<file path="config.mk">
export PLATFORM = sky130hd
export DESIGN_NAME = branch_predictor
export DESIGN_NICKNAME = d
export VERILOG_FILES = /design/src/rtl/branch_predictor.sv
export SDC_FILE = /design/constraint.sdc
export NUM_CORES = 2
export LEC_CHECK = 0
export BUFFER_PORTS_ARGS = -buffer_cell sky130_fd_sc_hd__buf_2
export CORE_MARGIN = 1.5
export CORE_UTILIZATION = 32
export CTS_BUF_LIST = sky130_fd_sc_hd__clkbuf_4
export DETAILED_ROUTE_END_ITERATION = 8
export SETUP_SLACK_MARGIN = 0.1
export SYNTH_ARGS = -nofsm -noshare
export SYNTH_HDL_FRONTEND = slang
export SYNTH_SLANG_ARGS = --single-unit
</file>
<file path="constraint.sdc">
create_clock -name clk -period 14.8 [get_ports clk]
set_clock_uncertainty 0.1 [all_clocks]
set_input_delay 1.48 -clock clk [delete_from_list [all_inputs] [get_ports clk]]
set_output_delay 1.48 -clock clk [all_outputs]
set_load 0.01 [all_outputs]
</file>
<file path="src/rtl/branch_predictor.sv">
// Direct-mapped branch predictor: 2-bit saturating direction counters, a target per entry,
// a registered one-cycle lookup, resolve-stage training and a misprediction redirect pulse.
module branch_predictor #(
  parameter int ENTRIES = 16,
  parameter int CNT_W   = 16
) (
  input  logic             clk,
  input  logic             rst,
  input  logic             lk_valid,
  input  logic [31:0]      lk_pc,
  output logic             pred_valid,
  output logic             pred_taken,
  output logic [31:0]      pred_target,
  input  logic             rs_valid,
  input  logic [31:0]      rs_pc,
  input  logic             rs_taken,
  input  logic [31:0]      rs_target,
  input  logic [31:0]      rs_fallthrough,
  input  logic             rs_pred_taken,
  input  logic [31:0]      rs_pred_target,
  output logic             mispredict,
  output logic [31:0]      redirect_pc,
  output logic [CNT_W-1:0] mp_count
);

  localparam int IDX   = $clog2(ENTRIES);
  localparam int TAG_W = 31 - IDX;
  localparam logic [CNT_W-1:0] CNT_ONE = CNT_W'(1);

  logic             r_valid  [ENTRIES];
  logic [TAG_W-1:0] r_tag    [ENTRIES];
  logic [31:0]      r_target [ENTRIES];
  logic [1:0]       r_ctr    [ENTRIES];

  logic             r_pred_valid;
  logic             r_pred_taken;
  logic [31:0]      r_pred_target;
  logic             r_mp;
  logic [31:0]      r_redirect;
  logic [CNT_W-1:0] r_mp_count;

  logic [IDX-1:0]   w_lk_idx;
  logic [TAG_W-1:0] w_lk_tag;
  logic             w_lk_taken;
  logic [IDX-1:0]   w_rs_idx;
  logic [TAG_W-1:0] w_rs_tag;
  logic             w_rs_hit;
  logic             w_mp;
  logic [1:0]       w_ctr_next;
  logic             w_unused;

  // Bit 0 of a halfword-aligned PC carries no information.
  assign w_unused   = ^{lk_pc[0], rs_pc[0]};

  assign w_lk_idx   = lk_pc[IDX:1];
  assign w_lk_tag   = lk_pc[31:IDX+1];
  assign w_lk_taken = lk_valid && r_valid[w_lk_idx] && (r_tag[w_lk_idx] == w_lk_tag)
                      && r_ctr[w_lk_idx][1];

  assign w_rs_idx   = rs_pc[IDX:1];
  assign w_rs_tag   = rs_pc[31:IDX+1];
  assign w_rs_hit   = r_valid[w_rs_idx] && (r_tag[w_rs_idx] == w_rs_tag);

  assign w_mp = rs_valid && ((rs_taken != rs_pred_taken) ||
                             (rs_taken && (rs_pred_target != rs_target)));

  always_comb begin
    w_ctr_next = r_ctr[w_rs_idx];
    if (rs_taken) begin
      if (r_ctr[w_rs_idx] != 2'b11) w_ctr_next = r_ctr[w_rs_idx] + 2'b01;
    end else begin
      if (r_ctr[w_rs_idx] != 2'b00) w_ctr_next = r_ctr[w_rs_idx] - 2'b01;
    end
  end

  // Lookup reads the table as it stood before this edge's update (read-before-write).
  always_ff @(posedge clk) begin
    if (rst) begin
      for (int unsigned i = 0; i < ENTRIES; i++) begin
        r_valid[i]  <= 1'b0;
        r_tag[i]    <= '0;
        r_target[i] <= '0;
        r_ctr[i]    <= 2'b01;
      end
      r_pred_valid  <= 1'b0;
      r_pred_taken  <= 1'b0;
      r_pred_target <= '0;
      r_mp          <= 1'b0;
      r_redirect    <= '0;
      r_mp_count    <= '0;
    end else begin
      r_pred_valid  <= lk_valid;
      r_pred_taken  <= w_lk_taken;
      r_pred_target <= w_lk_taken ? r_target[w_lk_idx] : '0;
      r_mp          <= w_mp;
      r_redirect    <= w_mp ? (rs_taken ? rs_target : rs_fallthrough) : '0;
      if (w_mp && (r_mp_count != '1)) r_mp_count <= r_mp_count + CNT_ONE;
      if (rs_valid) begin
        if (w_rs_hit) begin
          r_ctr[w_rs_idx] <= w_ctr_next;
          if (rs_taken) r_target[w_rs_idx] <= rs_target;
        end else if (rs_taken) begin
          r_valid[w_rs_idx]  <= 1'b1;
          r_tag[w_rs_idx]    <= w_rs_tag;
          r_target[w_rs_idx] <= rs_target;
          r_ctr[w_rs_idx]    <= 2'b10;
        end
      end
    end
  end

  assign pred_valid  = r_pred_valid;
  assign pred_taken  = r_pred_taken;
  assign pred_target = r_pred_target;
  assign mispredict  = r_mp;
  assign redirect_pc = r_redirect;
  assign mp_count    = r_mp_count;

endmodule

</file>
# Word level (Yosys, flattened, before mapping)
# Memories as Yosys holds them, arrays and structs flattened. A register that Yosys moved wholly into a read port is not among the register bits.
# Index checks and enable logic that the tools add are counted.
dict set report op_classes {
  add_sub_neg 3
  multipliers 0
  n_div 0
  magnitude_cmp 0
  n_eq_ne 6
  shift 0
  muxes 33
  bitwise 4
  n_reduce_logical 15
}
# operator n
set ops {}
lappend ops {{$mux 32} 3}
lappend ops {{$eq 27x27->1} 2}
lappend ops {{$ne 32x32->1} 1}
lappend ops {{$reduce_or 32->1} 1}
lappend ops {{$mux 27} 1}
lappend ops {{$reduce_or 27->1} 1}
lappend ops {{$mux 1} 20}
lappend ops {{$add 16x1->16 const B} 1}
lappend ops {{$mux 4} 4}
lappend ops {{$ne 16x16->1 const B} 1}
lappend ops {{$mux 2} 5}
lappend ops {{$logic_and 1x1->1} 7}
lappend ops {{$reduce_or 2->1} 3}
lappend ops {{$add 2x1->2 const B} 1}
lappend ops {{$ne 2x2->1 const B} 1}
lappend ops {{$not 1->1} 2}
lappend ops {{$or 1x1->1} 2}
lappend ops {{$reduce_bool 2->1} 1}
lappend ops {{$sub 2x1->2 const B} 1}
lappend ops {{$logic_or 1x1->1} 1}
lappend ops {{$ne 1x1->1} 1}
lappend ops {{$reduce_or 1->1} 1}
dict set report word_totals {
  regBits 51
  latch_bits 0
  ramBits 992
  romBits 0
  out_inout_bits 83
  n_memories 4
}
# name depth word_bits rd rd_ports_with_merged_regs wr line
set mem_list {}
lappend mem_list {r_target 16 32 1 1 16 32} ;# logic [31:0] r_target [ENTRIES];
lappend mem_list {r_tag 16 27 2 0 16 31} ;# logic [TAG_W-1:0] r_tag [ENTRIES];
lappend mem_list {r_ctr 16 2 2 0 16 33} ;# logic [1:0] r_ctr [ENTRIES];
lappend mem_list {r_valid 16 1 2 0 16 30} ;# logic r_valid [ENTRIES];

# Logic depth before layout (Yosys ltp)
# An unclocked memory read counts as a cell.
dict set report depth {
  depth_word 10
  depth_mapped 17
  ltp_nobuf 9
}

# Least setup slack after synthesis
# No wires, ideal clock.
dict set report synth_timing {
  path_kind {input -> register}
  start {in rs_pc[2]}
  end {mem r_ctr[4][0], enable pin}
  setup_ns 0.309
  t_arrival_ns 6.076
  required_ns 14.391
  slack_ns 8.316
  stages 12
  n_path_buf 9
  path_cell_list {buf_4 > buf_6 > buf_6 > buf_6 > buf_4 > buf_4 > buf_2 > or2_2 > clkbuf_1 > clkbuf_1 > o21ai_0 > o21bai_2}
}
# element line
set synth_lines {}
lappend synth_lines {{start, declared} 15} ;# input logic [31:0] rs_pc,
lappend synth_lines {{end, declared} 33}

==> flow_summary.yaml <==
hold_path:
  min_path_type: "primary input to flop"
  min_to: "redirect_pc[8]"
  hold_start: "rs_fallthrough[8]"
  hold_depth: 3
setup_path:
  reg2reg_from: "r_tag[12][14]"
  reg2reg_depth: 10
  crit_type: "primary input to flop"
  r2r-end: "r_tag[0][2]"
  r2r_slack_ns: 9.29
  crit_start: "rs_pc[2]"
  worstPathArrival_ns: 7.75
  cp.required_ns: 15.67
  cp_max_fo: 128
  cp-end-kind: "flop"
  critPathLaunchType: "primary input"
routing:
  viasPerCell: 5.58
  drtPass1Iterations: 6
  drcViolationCount: 0
  wirelength_um: 176000
  ant_nets: 0
  vias: 34900
  routedWlPerCell_um: 28.1
  drtIter0Drc: 4397
finish:
  layout.cells.most_common_list: "edfxtp_1, and3_1, clkbuf_4"
  nets: 4019
  final_common_cell: "edfxtp_1"
  instances_no_fill: 6252
  area_growth_pct: 12.5
  drive_above_1_share_pct: 31.4
  fin_util_pct: 36.4
timing:
  min_period_ns: 6.89
  tns_ns: 0
  maxSlewViolCount: 0
  setup_violations: 0
  hold_viol: 0
  rsz0062_at_grt: "no"
  hold-worst-slack_ns: 0.336
  tightest_slew_ns: 1.27
  period_share_pct: 46.5
  relSlewSlack_pct: 15.0
  max_freq_ghz: 0.145
cts:
  h-tree-depth: 5
  cts_tree: "yes"
  cts_resized: 0
  clock_latency_ns: 1.27
  clock_sinks: 1075
  clock-root-buffer: "clkbuf_4"
  clk_pin_slew_ns: 0.07
  cts.path.max_buffers: 4
  holdBufCountCts: 0
  numCtsBuffers: 309
  post_cts_buffers: 0
die:
  die_area_um2: 170000
  num_io_pins: 249
  initial_core_util_pct: 32.3
  die_x_um: 412
  fp.coreArea_um2: 166000
  die_h_um: 412
  num_rows: 149
status:
  status: "complete, no violations"
global_routing:
  grt_pass1_vias: 34800
  gr-total-overflow: 0
  grt_max_degree: 138
  grt_pass1_wl_um: 249000
  antenna_found_initial: 30
  gr-usage-all-layers_pct: 20.3
yosys:
  synth-edff-count: 976
  yosysWarnings: 0
  synth_nets: 3769
  ys_seq_area_share_pct: 58.5
  synthArstFlopShare_pct: 0
  postSynthAreaPerCell_um2: 14.9
  synthCells: 3602
  synth-seq-cells: 1075
  ys_types: 71
  synth_flop_cell: "edfxtp_1"
  syn-cell-area_um2: 53500
placement:
  gp_congestion: 0.844
  dp_hpwl_um: 93500
  place_inst: 5730
  port_buffers: 246
job:
  max_cap_violations: 0
power_and_ir_drop:
  leakagePower_nw: 23.3
  ir_drop_mv: 0.0728
  pwr_density_cell_nw_per_um2: 115
-- cell type report --
cell class	instances	area (µm²)
Sequential cell	1075	31300
Tap cell	2189	2740
Inverter	16	60.1
Timing Repair Buffer	340	2020
Clock buffer	439	3300
Clock inverter	68	325
Antenna cell	15	37.5
Fill cell	15900	105000
Multi-Input combinational cell	2110	20400
-- Yosys cell counts, drive strengths merged, types with 3 or more instances --
| master | instances | area share (%) |
|---|---|---|
| nor2b | 41 | 0.48 |
| nand2b | 13 | 0.17 |
| a31o | 7 | 0.11 |
| mux2 | 8 | 0.17 |
| mux2i | 151 | 2.8 |
| nand2 | 58 | 0.41 |
| a21oi | 22 | 0.23 |
| nand4 | 16 | 0.20 |
| o211ai | 10 | 0.14 |
| edfxtp | 976 | 55 |
| a211o | 7 | 0.11 |
| o21bai | 13 | 0.24 |
| a22oi | 31 | 0.44 |
| dfxtp | 99 | 3.7 |
| xor2 | 46 | 0.75 |
| inv | 16 | 0.11 |
| and4 | 3 | 0.049 |
| and3 | 568 | 6.6 |
| a21o | 18 | 0.25 |
| nor2 | 75 | 0.53 |
| and2 | 391 | 4.6 |
| clkbuf | 267 | 1.9 |
| nor4 | 15 | 0.18 |
| o21ai | 32 | 0.30 |
| or3 | 11 | 0.13 |
| xnor2 | 49 | 0.80 |
| nor3 | 31 | 0.29 |
| a221oi | 5 | 0.094 |
| o22ai | 5 | 0.058 |
| a22o | 5 | 0.082 |
| a31oi | 8 | 0.094 |
| nand3 | 25 | 0.23 |
| buf | 134 | 2.0 |
| a211oi | 17 | 0.24 |
| o221ai | 3 | 0.049 |
| mux4 | 379 | 16 |
| or2 | 18 | 0.21 |
-- stage by stage --
step	instance area [µm²]	setup WS (ns)	power, mW
floorplan	53500	8.32	4.01
global placement	56500	7.01	4.29
detailed placement	56500	6.95	4.29
CTS	60200	8.31	6.97
global route	60200	7.89	7.17
finish	60200	7.91	6.91
-- where the power goes --
part           internal, mW  leakage, nW  switching, mW  total (mW)
Sequential             3.46         10.1         0.0595        3.52
Clock                  1.39         2.20           1.28        2.67
Combinational         0.293         11.0          0.427       0.720
-- routing by layer --
| layer | GRT usage [%] | wire [µm] | up-vias |
|---|---|---|---|
| li1 | - | - | 14600 |
| met1 | 26.3 | 68400 | 17900 |
| met3 | 4.75 | 16700 | 338 |
| met4 | 7.49 | 5560 | 18 |
| met5 | 0 | 117 | - |
| met2 | 33.2 | 85000 | 2046 |
-- sequential cells by signal, indices dropped and copies added (netlist names), 16 cells and up --
| register | flops |
|---|---|
| r_valid | 16 |
| r_ctr | 32 |
| r_tag | 432 |
| pred_target | 32 |
| redirect_pc | 32 |
| mp_count | 16 |
| r_target | 512 |
-- worst max-delay path by stage --
stage | end | cells after the start
final | r_tag[0][2] | 13
after CTS | r_tag[0][2] | 13
after global placement | r_tag[0][8] | 13
after floorplan | r_ctr[4][0] | 12
after global routing | r_tag[0][25] | 13
after detailed placement | r_tag[0][1] | 13
-- critical path, cell delays in order --
cell,delay (ns)
clkbuf_8,0.42
buf_4,0.64
and2_2,0.25
buf_4,0.61
a22oi_1,0.25
a21o_1,0.25
a211oi_1,0.73
a31oi_1,0.18
nor3_1,0.40
or4b_4,0.89
buf_4,0.56
buf_4,0.56
and3_1,0.33
-- logic make-up (layout without fill, tap and decap cells) --
| group | after synthesis | after routing | synth area share (%) |
|---|---|---|---|
| compound gates | 201 | 201 | 2.76 |
| buf+inv | 417 | 863 | 3.96 |
| xor+xnor | 95 | 95 | 1.56 |
| mux | 538 | 538 | 19.0 |
| flops | 1075 | 1075 | 58.5 |
| other cells | 0 | 15 | 0 |
| fa+ha+maj | 3 | 3 | 0.0608 |
| simple gates | 1273 | 1273 | 14.2 |
No activity file was read; power rests on OpenSTA's default activity.
